## config.mk

```make
export PLATFORM = sky130hd
export DESIGN_NAME = processor_core_param
export DESIGN_NICKNAME = d
export VERILOG_FILES = /design/src/rtl/processor_core_param.sv
export SDC_FILE = /design/constraint.sdc
export NUM_CORES = 1
export LEC_CHECK = 0
export BUFFER_PORTS_ARGS = -buffer_cell sky130_fd_sc_hd__buf_2
export CORE_UTILIZATION = 30
export CTS_CLUSTER_DIAMETER = 120
export DETAILED_ROUTE_END_ITERATION = 16
export GPL_TIMING_DRIVEN = 0
export PLACE_DENSITY = 0.43
export SYNTH_ARGS = -nofsm -noshare
export SYNTH_HDL_FRONTEND = slang
export SYNTH_SLANG_ARGS = --single-unit
```

## constraint.sdc

```tcl
create_clock -name clk -period 3.8 [get_ports clk]
set_input_delay 0.76 -clock clk [delete_from_list [all_inputs] [get_ports clk]]
set_output_delay 0.76 -clock clk [all_outputs]
set_load 0.05 [all_outputs]
```

## src/rtl/processor_core_param.sv

```systemverilog
// Parametrised multicycle processor core.
// Every instruction runs FETCH -> WAIT -> DECODE -> EXECUTE -> WRITEBACK. The only
// exception is HALT, which leaves EXECUTE straight into the HALT state.
// Instruction words come from an external memory through a req/ack handshake.
// The ack may arrive after any number of cycles.
// A single-step mode gates FETCH, so exactly one instruction runs per step pulse.
module processor_core_param #(
    parameter int DATA_WIDTH = 16,
    parameter int PC_WIDTH   = 16,
    parameter int NUM_REGS   = 4
) (
    input  logic                  clk,
    input  logic                  reset,
    output logic                  imem_req,
    output logic [PC_WIDTH-1:0]   imem_addr,
    input  logic                  imem_ack,
    input  logic [15:0]           imem_data,
    input  logic                  step_mode,
    input  logic                  step,
    input  logic                  resume,
    output logic [DATA_WIDTH-1:0] data_output,
    output logic [2:0]            current_state_output,
    output logic [PC_WIDTH-1:0]   pc_output,
    output logic                  halted,
    output logic                  illegal_op
);

    localparam int IDX_W = (NUM_REGS > 2) ? $clog2(NUM_REGS) : 1;

    typedef enum logic [2:0] {
        S_FETCH     = 3'd0,
        S_WAIT      = 3'd1,
        S_DECODE    = 3'd2,
        S_EXECUTE   = 3'd3,
        S_WRITEBACK = 3'd4,
        S_HALT      = 3'd7
    } state_t;

    localparam logic [3:0] OP_LDI  = 4'h1;
    localparam logic [3:0] OP_ADD  = 4'h2;
    localparam logic [3:0] OP_SUB  = 4'h3;
    localparam logic [3:0] OP_AND  = 4'h4;
    localparam logic [3:0] OP_OR   = 4'h5;
    localparam logic [3:0] OP_XOR  = 4'h6;
    localparam logic [3:0] OP_OUT  = 4'h7;
    localparam logic [3:0] OP_JMP  = 4'h8;
    localparam logic [3:0] OP_JZ   = 4'h9;
    localparam logic [3:0] OP_HALT = 4'hF;

    state_t                state_reg;
    logic [PC_WIDTH-1:0]   pc_reg;
    logic [15:0]           instr_reg;
    logic [DATA_WIDTH-1:0] op_a_reg;
    logic [DATA_WIDTH-1:0] op_b_reg;
    logic [DATA_WIDTH-1:0] result_reg;
    logic [DATA_WIDTH-1:0] out_reg;
    logic                  take_branch_reg;
    logic                  illegal_reg;
    logic                  req_reg;
    logic [DATA_WIDTH-1:0] regs [NUM_REGS];

    // Instruction fields. Register numbers fold onto the implemented register count.
    logic [3:0]       opcode;
    logic [IDX_W-1:0] rd_idx;
    logic [IDX_W-1:0] rs_idx;
    logic [7:0]       imm;
    logic             writes_rd;

    assign opcode    = instr_reg[15:12];
    assign rd_idx    = IDX_W'(5'(instr_reg[11:8]) % 5'(NUM_REGS));
    assign rs_idx    = IDX_W'(5'(instr_reg[7:4]) % 5'(NUM_REGS));
    assign imm       = instr_reg[7:0];
    assign writes_rd = (opcode >= OP_LDI) && (opcode <= OP_XOR);

    // ALU result and branch decision, both taken from the operands latched in DECODE.
    logic [DATA_WIDTH-1:0] alu_result;
    logic                  branch_taken;
    logic                  is_illegal;

    always_comb begin
        alu_result   = op_a_reg;
        branch_taken = 1'b0;
        case (opcode)
            OP_LDI: alu_result   = DATA_WIDTH'($signed(imm));
            OP_ADD: alu_result   = op_a_reg + op_b_reg;
            OP_SUB: alu_result   = op_a_reg - op_b_reg;
            OP_AND: alu_result   = op_a_reg & op_b_reg;
            OP_OR:  alu_result   = op_a_reg | op_b_reg;
            OP_XOR: alu_result   = op_a_reg ^ op_b_reg;
            OP_JMP: branch_taken = 1'b1;
            OP_JZ:  branch_taken = (op_a_reg == '0);
            default: ;
        endcase
    end

    assign is_illegal = (opcode >= 4'hA) && (opcode <= 4'hE);

    // One-hot register write enables, asserted only in WRITEBACK.
    logic [NUM_REGS-1:0] reg_we;

    for (genvar gi = 0; gi < NUM_REGS; gi++) begin : g_reg_we
        assign reg_we[gi] = (state_reg == S_WRITEBACK) && writes_rd && (rd_idx == IDX_W'(gi));
    end

    // Register file. Operands are latched a full stage ahead of any write, so
    // same-register operands always see pre-write values.
    always_ff @(posedge clk or negedge reset) begin
        if (!reset) begin
            for (int i = 0; i < NUM_REGS; i++) regs[i] <= '0;
        end else begin
            for (int i = 0; i < NUM_REGS; i++) begin
                if (reg_we[i]) regs[i] <= result_reg;
            end
        end
    end

    // Main control FSM, together with its registered datapath state.
    always_ff @(posedge clk or negedge reset) begin
        if (!reset) begin
            state_reg       <= S_FETCH;
            pc_reg          <= '0;
            instr_reg       <= '0;
            op_a_reg        <= '0;
            op_b_reg        <= '0;
            result_reg      <= '0;
            out_reg         <= '0;
            take_branch_reg <= 1'b0;
            illegal_reg     <= 1'b0;
            req_reg         <= 1'b0;
        end else begin
            case (state_reg)
                S_FETCH: begin
                    // In step mode the core parks here until a step pulse arrives.
                    if (!(step_mode && !step)) begin
                        req_reg   <= 1'b1;
                        state_reg <= S_WAIT;
                    end
                end
                S_WAIT: begin
                    if (imem_ack) begin
                        instr_reg <= imem_data;
                        req_reg   <= 1'b0;
                        state_reg <= S_DECODE;
                    end
                end
                S_DECODE: begin
                    op_a_reg  <= regs[rd_idx];
                    op_b_reg  <= regs[rs_idx];
                    state_reg <= S_EXECUTE;
                end
                S_EXECUTE: begin
                    result_reg      <= alu_result;
                    take_branch_reg <= branch_taken;
                    if (is_illegal) illegal_reg <= 1'b1;
                    state_reg <= (opcode == OP_HALT) ? S_HALT : S_WRITEBACK;
                end
                S_WRITEBACK: begin
                    if (opcode == OP_OUT) out_reg <= op_b_reg;
                    pc_reg    <= take_branch_reg ? PC_WIDTH'(imm) : pc_reg + PC_WIDTH'(1);
                    state_reg <= S_FETCH;
                end
                S_HALT: begin
                    // The PC still points at the HALT word, so resume skips past it.
                    if (resume) begin
                        pc_reg    <= pc_reg + PC_WIDTH'(1);
                        state_reg <= S_FETCH;
                    end
                end
                default: state_reg <= S_FETCH;
            endcase
        end
    end

    assign imem_req             = req_reg;
    assign imem_addr            = pc_reg;
    assign data_output          = out_reg;
    assign current_state_output = state_reg;
    assign pc_output            = pc_reg;
    assign halted               = (state_reg == S_HALT);
    assign illegal_op           = illegal_reg;

endmodule

```

=== Word level (Yosys, flattened, before mapping) ===
Cells that the tools add are included.

* Add/subtract/negate cells: 3
* Multipliers: 0
* Divide/modulo/power cells: 0
* Order comparisons: 6
* Eq/ne operators: 21
* Shifts and indexed selects: 0
* Muxes and demuxes: 19
* Bitwise gates (word level): 5
* Reduce and logical (&&, ||, !) cells: 20

{| class="wikitable"
|+ Operators by type and width
! kind !! number
|-
| $mux W16 || 6
|-
| $pmux W16 S6 || 1
|-
| $bmux W16 S2 || 2
|-
| $pmux W16 S2 || 1
|-
| $add A16 B1 Y16 const B || 1
|-
| $add A16 B16 Y16 || 1
|-
| $and A16 B16 Y16 || 1
|-
| $eq A4 B3 Y1 const B || 4
|-
| $logic_not A16 Y1 || 1
|-
| $or A16 B16 Y16 || 1
|-
| $sub A16 B16 Y16 || 1
|-
| $xor A16 B16 Y16 || 1
|-
| $pmux W3 S5 || 1
|-
| $eq A4 B4 Y1 const B || 3
|-
| $mux W3 || 3
|-
| $eq A4 B2 Y1 const B || 2
|-
| $logic_and A1 B1 Y1 || 8
|-
| $reduce_and A2 Y1 || 4
|-
| $eq A3 B2 Y1 const B || 2
|-
| $eq A3 B3 Y1 const B || 2
|-
| $ge A3 B3 Y1 const B || 2
|-
| $ne A2 B2 Y1 const B || 3
|-
| $not A2 Y3 || 2
|-
| $reduce_and A3 Y1 || 2
|-
| 15 further kinds || 19
|}

* Register bits: 166
* Latch bits: 0
* Bits in writable memories: 0
* Bits in read-only memories: 0
* Output and inout bits: 54
* Word-level logic and storage cells: 88
* Memories kept: 0

=== Logic depth before layout (Yosys ltp) ===
* Depth in word-level cells: 4
* Mapped depth: 14

=== Least setup slack after synthesis ===
Ideal clock, no wire load.

* Path type: register to register
* Start: register instr_reg[14]
* End: register result_reg[9]
* Setup time: 0.131 ns
* Data arrival time: 2.750 ns
* Slack: 0.919 ns
* Cell stages (with the launch flop): 13
* Path buffers: 2
* Clock period less this slack: 2.881 ns
* Cell sequence: dfrtp_1 -> buf_4 -> or3_1 -> clkbuf_1 -> o21ai_0 -> inv_1 -> ha_1 -> nor2b_1 -> o31ai_1 -> a211oi_1 -> or3_1 -> a31oi_1 -> o21ai_1

* Longest elaborated chain between the ends: 2
* Elaborated cells between the ends (all ways): 7

{| class="wikitable"
|+ RTL lines
! what !! line !! RTL
|-
| start, declared || 52 || <nowiki>logic [15:0] instr_reg;</nowiki>
|-
| start signal, assigned || 141 || <nowiki>instr_reg <= imem_data;</nowiki>
|-
| $eq A4 B3 Y1, or another cell as far along || 83 || <nowiki>case (opcode)</nowiki>
|-
| $pmux W16 S6 * || 83 ||
|-
| end signal, assigned || 152 || <nowiki>result_reg <= alu_result;</nowiki>
|-
| end, declared || 55 || <nowiki>logic [DATA_WIDTH-1:0] result_reg;</nowiki>
|}

Every way passes the cells marked *; elsewhere a longest branch is shown, timed or not.
A chain may end at the register's enable or synchronous reset.

=== Final worst setup path ===
* Start: register instr_reg[14]
* End: register result_reg[14]

The elaborated chain is that of the path after synthesis.

==> key figures <==
Finish
  • # diodes: 0
  • Area occupied by registers: 0.00410 sq mm
  • Final nets: 1031
  • Max reg flops: 64
  • Fill cell count: 3254
  • Multi-input logic area: 0.00511 sq mm
  • Largest register by flop count: regs
  • P&R area growth vs syn: 15.3%
  • Share of layout cells above drive strength 1: 27.0%

Critical path
  • Crit Path Category: reg -> reg
  • Worst setup EP type: flip-flop
  • End point of the critical path: result_reg[14]
  • CP startpoint: instr_reg[14]
  • Worst r2r dst: result_reg[14]
  • Startpoint types: flip-flop
  • Reg2Reg Setup Slack: 0.28 ns
  • CP arrival: 3.81 ns
  • Reg2Reg Depth: 12
  • Crit path max fanout: 10
  • Worst reg2reg startpoint: instr_reg[14]
  • Worst EP required: 4.09 ns

Logic synthesis
  • Synth Area in Compound Gates: 11.7%
  • Synthesized area: 0.00969 sq mm
  • Cell taking the most area after synthesis: dfrtp_1
  • Post-synth top area share: 42.3%
  • Post-Synth XOR/XNOR Area: 2.71%
  • Top cells by area, synth: dfrtp_1 42%, mux4_2 7.4%, ha_1 6.3%, mux2_2 5.5%, o21ai_0 3.3%
  • Async SR Flop Fraction: 100%
  • Synthesis warning total: 0
  • Multiplexer share of the synthesized area: 20.8%
  • Syn avg cell area: 11.2 sq um
  • Post-synthesis sequential area ratio: 42.3%
  • Simple-Gate Fraction of Synth Area: 10.9%
  • Main combinational cell family by area after synthesis: multiplexers
  • Syn nets: 938
  • Synth Area in Adders: 6.53%
  • FF+latch count, synth: 164
  • Main flop type after synthesis: dfrtp_1
  • Synth unique cells: 67
  • Syn Inst Count: 866
  • Number of enable flip-flop cells after synthesis: 0

Die
  • Initial core utilization: 30.6%
  • DIE AREA: 0.0330 sq mm
  • # IOs: 76
  • Core area: 0.0316 sq mm
  • DIE HEIGHT: 182 um
  • Die Wd: 182 um
  • Num rows: 65

Timing
  • Slew Limit Fails: 0
  • RSZ-0062 raised after global routing: false
  • Hold_ws: 0.298 ns
  • Tmin final: 3.52 ns
  • Fin Setup TNS: 0 ns
  • Worst-margin pin slew: 0.925 ns
  • Tcrit/Tclk final: 92.7%
  • Slew headroom: 38.0%
  • FMAX: 0.284 GHz
  • Setup Skew: 0.0132 ns
  • Endpoints failing setup: 0
  • Final Hold Vio Count: 0

Place
  • Routability cong.: 0.904
  • Final HPWL DP: 21.5 mm
  • IO buf count: 73

Routing
  • Initial DRC count: 518
  • Vias: 7143
  • DR pass1 iterations: 7
  • ANT nets after route: 0
  • Vias per inst: 5.20
  • Wire length per cell: 21.2 um
  • Final wirelength: 29.2 mm
  • DRC Markers: 0

Clocking
  • Hold Buf Count CTS: 0
  • TritonCTS clock tree: yes
  • CTS sink cnt: 164
  • Postcts setup bufs: 0
  • Reg clk slew, reported paths: 0.07 ns
  • Clk root buf: clkbuf_16
  • H-tree depth: 4
  • CTS buffer count: 17
  • Clock Path Buffers: 2
  • Worst skew pair latency: 0.44 ns

Global routing
  • GRT overflow: 0
  • Vias in the first global route: 7181
  • Initial antenna violation count: 0
  • First-pass GRT wire length: 45.0 mm
  • GRT Resource Usage Total: 18.4%
  • Largest net degree at the start of global routing: 86

Run status
  • Status: completed

Pwr
  • Part of the power in combinational logic: 60.2%
  • PwrDens: 1030 mW/mm^2
  • Power share of the clock group: 14.8%
  • Internal Pwr Total: 0.00596 W
  • Sw frac: 48.2%
  • Sequential share of power: 25.0%
  • Peak supply drop: 433 uV
  • NetSw: 0.00555 W
  • P_leak: 5.24 nW

Flow run
  • Max-cap violations: 0

Hold path
  • Hold Crit Class: in -> async
-- cells in the mapped netlist, types with 8 or more instances --
master    number
nand2_1       75
mux2i_1       18
dfrtp_1      164
o21ai_0       63
xnor2_1       21
nand3_1       13
a21oi_1       43
o22ai_1       11
mux2_1        25
inv_1         42
buf_2         14
clkbuf_1      18
and3_1         9
xor2_1         9
mux2_4        20
nor2_1        42
nor3_1         8
ha_1          49
mux2_2        47
buf_4         20
mux4_2        32
-- critical path: stages, from the launching register on --
cell       delay (ns)
dfrtp_1          0.42
buf_4            0.22
or3_1            0.37
clkbuf_1         0.26
nand2_1          0.13
o21ai_0          0.14
fa_1             0.46
nand2b_1         0.20
a21oi_2          0.32
o2111ai_1        0.21
a31o_2           0.23
a32oi_1          0.28
a21oi_1          0.12
-- worst min-delay path by stage --
| stage | startpoint | cells after the start | slack (ns) | to |
|---|---|---|---|---|
| final | reset | 1 | 0.30 | imem_addr[15] |
| after global routing | reset | 1 | 0.35 | imem_addr[15] |
| after CTS | reset | 1 | 0.33 | imem_addr[15] |
| after floorplan | reset | 0 | 0.46 | current_state_output[0] |
| after global placement | data_output[3] | 1 | 0.49 | data_output[3] |
| after detailed placement | data_output[2] | 1 | 0.49 | data_output[2] |
-- per-layer routing --
layer / global-route usage [%] / up-vias / wire length [um]
li1: - / 3316 / -
met1: 25.5 / 3615 / 14100
met2: 29.1 / 181 / 13300
met3: 3.07 / 31 / 1270
met4: 5.93 / 0 / 519
met5: 0 / - / 0
-- area by class of cell --
type                       count  area share, %
multi-input combinational    604           45.7
sequential                   164           36.7
tap                          402           4.50
clock buffer                  21           4.12
timing repair buffer          74           3.61
buffer                        56           2.98
inverter                      42           1.41
clock inverter                11          0.929
-- cells by family after synthesis --
family	Yosys count
AND/OR/NAND/NOR	200
XOR/XNOR	30
multiplexers	142
AO/OA/AOI/OAI	182
flip-flops	164
buffers and inverters	98
adder cells (fa/ha/maj)	50
-- power groups by stage --
stage | registers, W | logic [W] | clock network (W)
after floorplan | 0.00290 | 0.00491 | 0
after CTS | 0.00288 | 0.00685 | 0.00176
final | 0.00288 | 0.00692 | 0.00170
after global routing | 0.00297 | 0.00757 | 0.00182
after global placement | 0.00291 | 0.00683 | 0
after detailed placement | 0.00290 | 0.00679 | 0
-- per-stage QoR --
stage / utilization (%) / power, W / instance area (sq um) / worst slack [ns] / std cells
floorplan: - / 0.00781 / 9690 / 0.919 / 866
global placement: 33.4 / 0.00974 / 10600 / -0.942 / 1341
detailed placement: 33.5 / 0.00969 / 10600 / -0.0561 / 1342
CTS: 35.3 / 0.0115 / 11200 / 0.149 / 1374
global route: 35.3 / 0.0124 / 11200 / 0.0877 / 1374
finish: 35.3 / 0.0115 / 11200 / 0.279 / 1374
-- cells in the final DEF (no fill, tap or decap), types with 9 or more instances in the layout --
| master | count |
|---|---|
| mux4_2 | 32 |
| mux2i_1 | 18 |
| nor2_1 | 42 |
| xor2_1 | 9 |
| xnor2_1 | 21 |
| buf_4 | 20 |
| and3_1 | 9 |
| a21oi_1 | 42 |
| mux2_2 | 47 |
| mux2_1 | 25 |
| ha_1 | 49 |
| dfrtp_1 | 164 |
| buf_2 | 86 |
| mux2_4 | 20 |
| inv_1 | 42 |
| nand3_1 | 13 |
| nand2_1 | 75 |
| clkbuf_16 | 17 |
| clkbuf_1 | 20 |
| o22ai_1 | 11 |
| o21ai_0 | 63 |
-- timing repair --
item,CTS,global route
resized for setup,1,2
endpoints found under the setup margin,4,2
gates cloned,0,0
No activity file was read; power rests on OpenSTA's default activity.
